===== src/rtl/acc_pkg.sv =====
// Shared constants and types for the accelerator memory read path.
package acc_pkg;

    localparam int unsigned MEM_AW = 16;
    localparam int unsigned MEM_DW = 64;
    localparam int unsigned LEN_W  = 4;

    localparam logic REQ_A = 1'b0;
    localparam logic REQ_B = 1'b1;

    typedef enum logic {StIdle, StIssue} arb_state_e;

endpackage


===== src/rtl/mem_read_arbiter_if.sv =====
// Request, memory and return-data bundle between the two matrix loaders and the arbiter.
interface mem_read_arbiter_if #(
    parameter int unsigned LEN_W = acc_pkg::LEN_W
);
    logic [1:0]                  req;
    logic [acc_pkg::MEM_AW-1:0]  addr0;
    logic [acc_pkg::MEM_AW-1:0]  addr1;
    logic [LEN_W-1:0]            len0;
    logic [LEN_W-1:0]            len1;
    logic [1:0]                  gnt;
    logic [acc_pkg::MEM_AW-1:0]  mem_addr;
    logic                        mem_read_enb;
    logic [acc_pkg::MEM_DW-1:0]  mem_data;
    logic [acc_pkg::MEM_DW-1:0]  rdata;
    logic [1:0]                  rvalid;
    logic                        rlast;
    logic                        busy;

    modport master (
        output req, addr0, addr1, len0, len1, mem_data,
        input  gnt, mem_addr, mem_read_enb, rdata, rvalid, rlast, busy
    );

    modport slave (
        input  req, addr0, addr1, len0, len1, mem_data,
        output gnt, mem_addr, mem_read_enb, rdata, rvalid, rlast, busy
    );

endinterface


===== src/rtl/rd_ret_pipe.sv =====
// Return-data pipeline: tracks issued beats through the memory latency and captures the data.
module rd_ret_pipe #(
    parameter int unsigned LAT = 1
) (
    input  logic                       clk,
    input  logic                       rst,
    input  logic                       in_valid,
    input  logic                       in_id,
    input  logic                       in_last,
    input  logic [acc_pkg::MEM_DW-1:0] mem_data,
    output logic [acc_pkg::MEM_DW-1:0] rdata,
    output logic [1:0]                 rvalid,
    output logic                       rlast,
    output logic                       busy
);
    import acc_pkg::*;

    logic [LAT-1:0]    v_q;
    logic [LAT-1:0]    id_q;
    logic [LAT-1:0]    last_q;
    logic [MEM_DW-1:0] rdata_q;
    logic [1:0]        rvalid_q;
    logic              rlast_q;

    always_ff @(posedge clk or posedge rst) begin
        if (rst) begin
            v_q      <= '0;
            id_q     <= '0;
            last_q   <= '0;
            rdata_q  <= '0;
            rvalid_q <= 2'b00;
            rlast_q  <= 1'b0;
        end else begin
            v_q[0]    <= in_valid;
            id_q[0]   <= in_id;
            last_q[0] <= in_last;
            for (int unsigned k = 1; k < LAT; k++) begin
                v_q[k]    <= v_q[k-1];
                id_q[k]   <= id_q[k-1];
                last_q[k] <= last_q[k-1];
            end
            // Tail stage lines up with the cycle the memory drives this beat's data.
            rvalid_q <= v_q[LAT-1] ? (id_q[LAT-1] ? 2'b10 : 2'b01) : 2'b00;
            rlast_q  <= v_q[LAT-1] & last_q[LAT-1];
            if (v_q[LAT-1]) begin
                rdata_q <= mem_data;
            end
        end
    end

    assign rdata  = rdata_q;
    assign rvalid = rvalid_q;
    assign rlast  = rlast_q;
    assign busy   = (|v_q) | (|rvalid_q);

endmodule


===== src/rtl/mem_read_arbiter.sv =====
// Two-requester round-robin burst read arbiter with address generation and return steering.
module mem_read_arbiter #(
    parameter int unsigned LAT   = 1,
    parameter int unsigned LEN_W = acc_pkg::LEN_W
) (
    input logic               clk,
    input logic               rst,
    mem_read_arbiter_if.slave bus
);
    import acc_pkg::*;

    arb_state_e        state_q, state_d;
    logic [1:0]        gnt_q, gnt_d;
    logic [MEM_AW-1:0] addr_q, addr_d;
    logic [MEM_AW-1:0] base_q, base_d;
    logic              enb_q, enb_d;
    logic [LEN_W-1:0]  beat_q, beat_d;
    logic [LEN_W-1:0]  len_q, len_d;
    logic [LEN_W-1:0]  beat_inc;
    logic              owner_q, owner_d;
    logic              rr_q, rr_d;

    logic [1:0]        elig;
    logic              last_beat, arb_en, win_valid, win_id;
    logic              issue_vld, ret_busy;
    logic [MEM_DW-1:0] rdata;
    logic [1:0]        rvalid;
    logic              rlast;

    // A requester holding gnt this cycle sits out the arbitration at the closing edge.
    always_comb begin
        last_beat = (beat_q == len_q);
        arb_en    = (state_q == StIdle) || last_beat;
        elig      = bus.req & ~gnt_q;
        win_valid = arb_en && (elig != 2'b00);
        if (elig == 2'b11) begin
            win_id = ~rr_q;
        end else if (elig[REQ_B]) begin
            win_id = REQ_B;
        end else begin
            win_id = REQ_A;
        end
    end

    always_comb begin
        state_d = StIdle;
        if (win_valid || ((state_q == StIssue) && !last_beat)) begin
            state_d = StIssue;
        end
    end

    always_comb begin
        gnt_d    = 2'b00;
        addr_d   = addr_q;
        base_d   = base_q;
        enb_d    = 1'b1;
        beat_d   = beat_q;
        len_d    = len_q;
        owner_d  = owner_q;
        rr_d     = rr_q;
        beat_inc = beat_q + LEN_W'(1);
        if (win_valid) begin
            gnt_d[win_id] = 1'b1;
            base_d        = (win_id == REQ_B) ? bus.addr1 : bus.addr0;
            addr_d        = (win_id == REQ_B) ? bus.addr1 : bus.addr0;
            len_d         = (win_id == REQ_B) ? bus.len1 : bus.len0;
            enb_d         = 1'b0;
            beat_d        = '0;
            owner_d       = win_id;
            rr_d          = win_id;
        end else if ((state_q == StIssue) && !last_beat) begin
            beat_d = beat_inc;
            addr_d = base_q + MEM_AW'(beat_inc);
            enb_d  = 1'b0;
        end
    end

    always_ff @(posedge clk or posedge rst) begin
        if (rst) begin
            state_q <= StIdle;
            gnt_q   <= 2'b00;
            addr_q  <= '0;
            base_q  <= '0;
            enb_q   <= 1'b1;
            beat_q  <= '0;
            len_q   <= '0;
            owner_q <= REQ_A;
            rr_q    <= REQ_B;
        end else begin
            state_q <= state_d;
            gnt_q   <= gnt_d;
            addr_q  <= addr_d;
            base_q  <= base_d;
            enb_q   <= enb_d;
            beat_q  <= beat_d;
            len_q   <= len_d;
            owner_q <= owner_d;
            rr_q    <= rr_d;
        end
    end

    assign issue_vld = (state_q == StIssue);

    rd_ret_pipe #(
        .LAT (LAT)
    ) u_ret (
        .clk      (clk),
        .rst      (rst),
        .in_valid (issue_vld),
        .in_id    (owner_q),
        .in_last  (last_beat),
        .mem_data (bus.mem_data),
        .rdata    (rdata),
        .rvalid   (rvalid),
        .rlast    (rlast),
        .busy     (ret_busy)
    );

    assign bus.gnt          = gnt_q;
    assign bus.mem_addr     = addr_q;
    assign bus.mem_read_enb = enb_q;
    assign bus.rdata        = rdata;
    assign bus.rvalid       = rvalid;
    assign bus.rlast        = rlast;
    assign bus.busy         = issue_vld | ret_busy;

endmodule


===== src/flat_wrapper.sv =====
// flat-port wrapper written by rule: the top's interface ports become plain ports
module mem_read_arbiter_flat import acc_pkg::*;
#(
    parameter int unsigned LAT   = 1,
    parameter int unsigned LEN_W = acc_pkg::LEN_W
)
  (clk, rst, bus_req, bus_addr0, bus_addr1, bus_len0, bus_len1, bus_mem_data, bus_gnt, bus_mem_addr, bus_mem_read_enb, bus_rdata, bus_rvalid, bus_rlast, bus_busy);
  mem_read_arbiter_if #(.LEN_W(LEN_W)) bus_i ();
  input logic clk;
  input logic rst;
  input wire logic [$bits(bus_i.req)-1:0] bus_req;
  input wire logic [$bits(bus_i.addr0)-1:0] bus_addr0;
  input wire logic [$bits(bus_i.addr1)-1:0] bus_addr1;
  input wire logic [$bits(bus_i.len0)-1:0] bus_len0;
  input wire logic [$bits(bus_i.len1)-1:0] bus_len1;
  input wire logic [$bits(bus_i.mem_data)-1:0] bus_mem_data;
  output wire logic [$bits(bus_i.gnt)-1:0] bus_gnt;
  output wire logic [$bits(bus_i.mem_addr)-1:0] bus_mem_addr;
  output wire logic [$bits(bus_i.mem_read_enb)-1:0] bus_mem_read_enb;
  output wire logic [$bits(bus_i.rdata)-1:0] bus_rdata;
  output wire logic [$bits(bus_i.rvalid)-1:0] bus_rvalid;
  output wire logic [$bits(bus_i.rlast)-1:0] bus_rlast;
  output wire logic [$bits(bus_i.busy)-1:0] bus_busy;
  assign bus_i.req = bus_req;
  assign bus_i.addr0 = bus_addr0;
  assign bus_i.addr1 = bus_addr1;
  assign bus_i.len0 = bus_len0;
  assign bus_i.len1 = bus_len1;
  assign bus_i.mem_data = bus_mem_data;
  assign bus_gnt = bus_i.gnt;
  assign bus_mem_addr = bus_i.mem_addr;
  assign bus_mem_read_enb = bus_i.mem_read_enb;
  assign bus_rdata = bus_i.rdata;
  assign bus_rvalid = bus_i.rvalid;
  assign bus_rlast = bus_i.rlast;
  assign bus_busy = bus_i.busy;
  mem_read_arbiter #(.LAT(LAT), .LEN_W(LEN_W)) u_core (.clk(clk), .rst(rst), .bus(bus_i));
endmodule

===== config.mk =====
export PLATFORM = sky130hd
export DESIGN_NAME = mem_read_arbiter_flat
export DESIGN_NICKNAME = d
export VERILOG_FILES = /design/src/rtl/acc_pkg.sv /design/src/rtl/mem_read_arbiter_if.sv /design/src/rtl/rd_ret_pipe.sv /design/src/rtl/mem_read_arbiter.sv /design/src/flat_wrapper.sv
export SDC_FILE = /design/constraint.sdc
export NUM_CORES = 1
export LEC_CHECK = 0
export BUFFER_PORTS_ARGS = -buffer_cell sky130_fd_sc_hd__buf_2
export CAP_MARGIN = 20
export CORE_ASPECT_RATIO = 0.8
export CORE_MARGIN = 10
export CORE_UTILIZATION = 50
export CTS_BUF_LIST = sky130_fd_sc_hd__clkbuf_8
export DETAILED_ROUTE_END_ITERATION = 10
export HOLD_SLACK_MARGIN = 0.08
export PLACE_DENSITY = 0.82
export SLEW_MARGIN = 30
export SYNTH_ARGS = -nofsm -noshare
export SYNTH_HDL_FRONTEND = slang
export SYNTH_SLANG_ARGS = --single-unit

===== constraint.sdc =====
create_clock -name clk -period 3.7 [get_ports clk]
set_input_delay 0.185 -clock clk [delete_from_list [all_inputs] [get_ports clk]]
set_output_delay 0.185 -clock clk [all_outputs]
set_load 0.01 [all_outputs]

* After elaboration in Yosys (flattened, before gate mapping) *
Cells that the tools add are included.

storage, ports and cells
  flip-flop bits (word level) = 116
  input bits = 108
  output and inout bits = 87
  logic and storage cells = 53

operators by class
  add/sub/neg operators = 2
  order comparisons = 2
  equality and inequality tests = 2
  muxes and demuxes = 16
  bitwise operators = 7
  reductions and logical operators = 9

operators with widths
  cell                                                                          count
  16-bit two-way mux                                                            3
  16-bit by 4-bit adder with 16-bit output                                      1
  4-bit two-way mux                                                             3
  1-bit two-way mux                                                             6
  2-bit two-way mux                                                             3
  4-bit by 1-bit adder with 4-bit output, second input constant                 1
  4-bit == test                                                                 1
  2-bit nonzero test                                                            2
  1-bit logical AND                                                             3
  2-bit AND                                                                     1
  2-bit == test, second input constant                                          1
  1-bit logical OR                                                              2
  1-bit by 2-bit less-than comparator with 1-bit output, second input constant  1
  1-bit NOT                                                                     2
  2-bit NOT                                                                     1
  1-bit OR                                                                      2
  2-bit OR reduction                                                            1
  1-bit AND                                                                     1
  1-bit demux with 1-bit select                                                 1
  1-bit >= comparator, second input constant                                    1
  1-bit zero test                                                               1

* Longest topological paths before layout *
  depth after elaboration = 9
  gate-level depth with buffers = 10
  depth with buffers taken out = 9

* By module *
From an unflattened synthesis, not the netlist that was laid out.

second synthesis, totals
  cell total of the unflattened synthesis = 406
  area total of the unflattened synthesis = 5151.2 um^2

by module, submodules not included
  module            times used  cells an instance  area each (um^2)  seq. area each (um^2)
  rd_ret_pipe       1           147                2630.0            1751.7
  mem_read_arbiter  1           259                2521.2            1153.6

* Least setup slack after synthesis *
No wires, ideal clock.

  kind = reg2reg
  from = register u_core.beat_q[0]
  to = register u_core.addr_q[11], in the netlist u_core.bus.mem_addr[11]
  setup time = 0.126 ns
  data arrival time = 2.186 ns
  data required time = 3.574 ns
  path slack = 1.388 ns
  cell stages (with the launch flop) = 9
  path buffers = 1
  period minus slack after synthesis = 2.312 ns
  path through = dfrtp_1 ha_1 ha_1 a21o_1 a21o_1 a21oi_1 clkbuf_1 nor3_1 a221o_1

between the ends
  word-level cells in the longest chain between the ends = 4
  elaborated cells between the ends (all ways) = 10
  those cells by class = 2 x add/sub; 1 x eq/ne; 2 x mux; 5 x reduce/logical

ends and longest elaborated chain
  what                                                                            RTL line                                        RTL
  start: declaration                                                              mem_read_arbiter.sv:17                          logic [LEN_W-1:0] beat_q, beat_d;
  start signal: assignment                                                        mem_read_arbiter.sv:95                          beat_q <= beat_d;
  4-bit by 1-bit adder with 4-bit output / 4-bit == test (equally long branches)  mem_read_arbiter.sv:61, mem_read_arbiter.sv:32
  16-bit by 4-bit adder with 16-bit output, or another cell as far along          mem_read_arbiter.sv:73                          addr_d = base_q + MEM_AW'(beat_inc);
  16-bit two-way mux, or another cell as far along                                mem_read_arbiter.sv:71                          end else if ((state_q == StIssue) && !last_beat) begin
  16-bit two-way mux / 2-bit nonzero test (equally long branches)                 n/a
  end signal: assignment                                                          mem_read_arbiter.sv:92                          addr_q <= addr_d;
  end: declaration                                                                mem_read_arbiter.sv:14                          logic [MEM_AW-1:0] addr_q, addr_d;

Parallel ways exist; a longest one is shown, timed or not. The select of a mux whose other input is x is not followed.
A chain may end at the register's enable or synchronous reset.

* Final worst setup path *
  from = register u_core.beat_q[1]
  to = register u_core.base_q[12]

between the ends
  word-level cells in the longest chain between the ends = 3

ends and longest elaborated chain
  what                    RTL line                RTL
  4-bit == test           mem_read_arbiter.sv:32  last_beat = (beat_q == len_q);
  1-bit logical OR        mem_read_arbiter.sv:33  arb_en = (state_q == StIdle) || last_beat;
  1-bit logical AND       mem_read_arbiter.sv:35  win_valid = arb_en && (elig != 2'b00);
  end signal: assignment  mem_read_arbiter.sv:93  base_q <= base_d;
  end: declaration        mem_read_arbiter.sv:15  logic [MEM_AW-1:0] base_q, base_d;

No other way between the ends.

==> results.ini <==
[pwr]
swShare_pct = 38.58
switchingPower_mw = 2.071
p_leak_nw = 3.576
p_int_mw = 3.297
seqPwrFrac_pct = 36.6
vdd_drop_max_v = 0.0004619
p_clk_share_pct = 22.5
p_comb_share_pct = 40.9
p_per_area_nw_per_um2 = 723.1

[place]
io_buffer_count = 194
dp_hpwl_um = 10920
placed_cell_area_um2 = 6077
gp_congestion = 0.8298

[synthesis]
synth_edf_count = 0
ys.flop_type = dfrtp_1
yosys.cell_types.count = 44
syn_area_um2 = 5007
ys_warn_count = 0
netlist_top_cells_area = dfrtp_1, mux2_2, nand2_1
yosysTopAreaCell = dfrtp_1
avgSynthCellArea_um2 = 12.27
ys_ff_latch = 116
seq_area_frac_synth_pct = 58.02
async_flop_share_pct = 100.0
syn_nets = 522
yosysTopAreaCellShare_pct = 56.97
netlist_instances = 408

[clock_network]
clockBufferDepth = 2
numCtsBuffers = 17
cts-root-buf = clkbuf_8
cts_setup_buffers = 0
htreeDepth = 4
cts_resized = 0
cts_tree = done
clk_latency_ns = 0.44
ctsHoldBuffers = 93
cts_sinks = 116
clkTransAtPathRegs_ns = 0.08

[route]
drcViolationCount = 0
drt_iter0_drc = 423
wl_per_cell_um = 20.64
vias = 4480
wl_um = 17380
vias_per_cell = 5.321
antenna_left = 0
first_pass_iters = 5

[finish]
drive_gt1_share_pct = 42.98
fin_nets = 806
syn_to_final_growth_pct = 48.25
design_area_um2 = 7423
finish.utilization_pct = 76.61

[grt]
grt_overflow_total = 0
grt_pass1_vias = 4841
grt_pass1_wl_um = 27240
antenna_found_initial = 1
grt_util_all_layers_pct = 23.85
grt_max_degree = 74

[timing]
worstMarginPinSlew_ns = 0.8939
maxSlewViolCount = 0
slew_headroom_pct = 40.20
fin_setup_tns_ns = 0
hold_violations = 0
rsz0062_at_grt = false
clock.fmax_mhz = 319.2
fin_crit_sh_pct = 84.67
setup_viol = 0
period_needed_ns = 3.133
fin_skew_ns = 0.01626

[setup_path]
r2r-start = u_core.beat_q[1]
crit_start = u_core.beat_q[1]
arrival_ns = 3.51
endpoint_kind = register
crit_required_ns = 4.07
path_class = register to register
critPathMaxFanout = 19
startpoint_type = register

[run_status]
status = completed

[die]
rows = 32
core_um2 = 9689
pin_count = 195
dieHeight_um = 109.5
fp.dieW_um = 131.9
initial_core_util_pct = 51.68
dieArea_um2 = 14440

[worst_hold_path]
min_from = bus_len0[2]
hp-class = primary input to register

[job]
maxCapViolCount = 0

==> state kept, by name (all words and copies together) (netlist names), 2 cells and up <==
register and count:
u_core.u_ret.rdata 64, u_core.base_q 16, u_core.bus.mem_addr 16, u_core.beat_q 4, u_core.len_q 4, u_core.bus.gnt 2
u_core.u_ret.rvalid 2
==> cell usage in the layout (no fill, tap or decap), types with 4 or more instances in the layout <==
| cell | instances |
|---|---|
| a221oi_1 | 4 |
| a22oi_1 | 14 |
| buf_4 | 6 |
| dlygate4sd3_1 | 93 |
| a21o_1 | 6 |
| xnor2_1 | 4 |
| xor2_1 | 6 |
| a211oi_1 | 4 |
| nor2_1 | 19 |
| a211o_1 | 4 |
| and2_1 | 4 |
| nor4_1 | 4 |
| inv_1 | 13 |
| clkbuf_8 | 19 |
| ha_1 | 5 |
| a21oi_1 | 7 |
| inv_6 | 4 |
| nand3_1 | 11 |
| nor3_1 | 6 |
| a31oi_1 | 4 |
| clkinvlp_4 | 6 |
| o21ai_0 | 16 |
| or4_1 | 4 |
| nand2_1 | 29 |
| dfrtp_1 | 113 |
| nand2b_1 | 4 |
| a222oi_1 | 5 |
| mux2_2 | 64 |
| buf_2 | 194 |
==> metrics by stage <==
stage                     worst slack [ns]  hold slack [ns]  instances  power (mW)
after detailed placement             1.017           0.3807        716       3.985
final                               0.5673          0.09410        842       5.368
after global placement               1.157           0.3740        716       3.875
after floorplan                     0.4459           0.3103        408       3.321
after global routing                0.3287           0.1062        842       5.707
after CTS                           0.5905          0.08095        841       5.330
==> power groups by stage <==
stage | Combinational [mW] | Sequential [mW] | Clock, mW
4_1_cts | 2.17 | 1.95 | 1.21
3_5_place_dp | 2.02 | 1.97 | 0
2_1_floorplan | 1.32 | 2.00 | 0
6_report | 2.20 | 1.96 | 1.21
3_3_place_gp | 1.93 | 1.94 | 0
5_1_grt | 2.42 | 2.01 | 1.27
==> worst paths after layout <==
path | endpoint | slack [ns] | cells after the start
worst max-delay path | u_core.base_q[12] | 0.57 | 6
worst min-delay path | u_core.len_q[2] | 0.09 | 3
worst max register to register | u_core.base_q[12] | 0.57 | 6
worst min register to register | u_core.u_ret.id_q | 0.38 | 0
max in group asynchronous | u_core.rr_q | 2.40 | 4
min in group asynchronous | u_core.u_ret.rdata[23] | 0.42 | 3
==> final cells by class <==
| type | count | area (um2) |
|---|---|---|
| sequential | 116 | 2907 |
| fill | 604 | 2266 |
| timing repair buffer | 293 | 1947 |
| multi-input combinational | 250 | 1929 |
| clock buffer | 19 | 261.5 |
| tap | 136 | 170.2 |
| clock inverter | 13 | 148.9 |
| inverter | 14 | 57.56 |
| antenna | 1 | 2.502 |
==> metal layers <==
layer	wire length, um	track usage [%]
met5	0	0
met4	294	8.241
met3	1175	7.247
met2	8667	41.94
met1	7240	27.55
==> critical path, cell delays in order (launching register included) <==
cell           delay [ns]
dfrtp_1              0.43
xor2_1               0.23
o41ai_4              0.88
and2_1               0.64
a22oi_1              0.19
dlygate4sd3_1        0.62
nand2_1              0.07
==> synthesized netlist by cell type, drive strengths merged, types with 4 or more instances <==
cell    number
or4          4
a211o        4
and2         4
xor2         6
clkbuf      18
nand2b       4
ha           5
dfrtp      114
nand3       11
a21o         6
nand2       29
a221oi       4
xnor2        4
a222oi       5
nor2        19
buf         10
a22oi       14
a21oi        7
o21ai       16
inv         14
a211oi       4
nor4         4
mux2        64
a31oi        4
nor3         6
==> cell families after synthesis <==
| group | share of synthesized area, % |
|---|---|
| compound gates | 12.02 |
| xor+xnor | 1.749 |
| buf+inv | 3.473 |
| fa+ha+maj | 1.649 |
| simple gates | 8.496 |
| flops | 58.02 |
| mux | 14.59 |
Power figures use the tool's default switching activity.
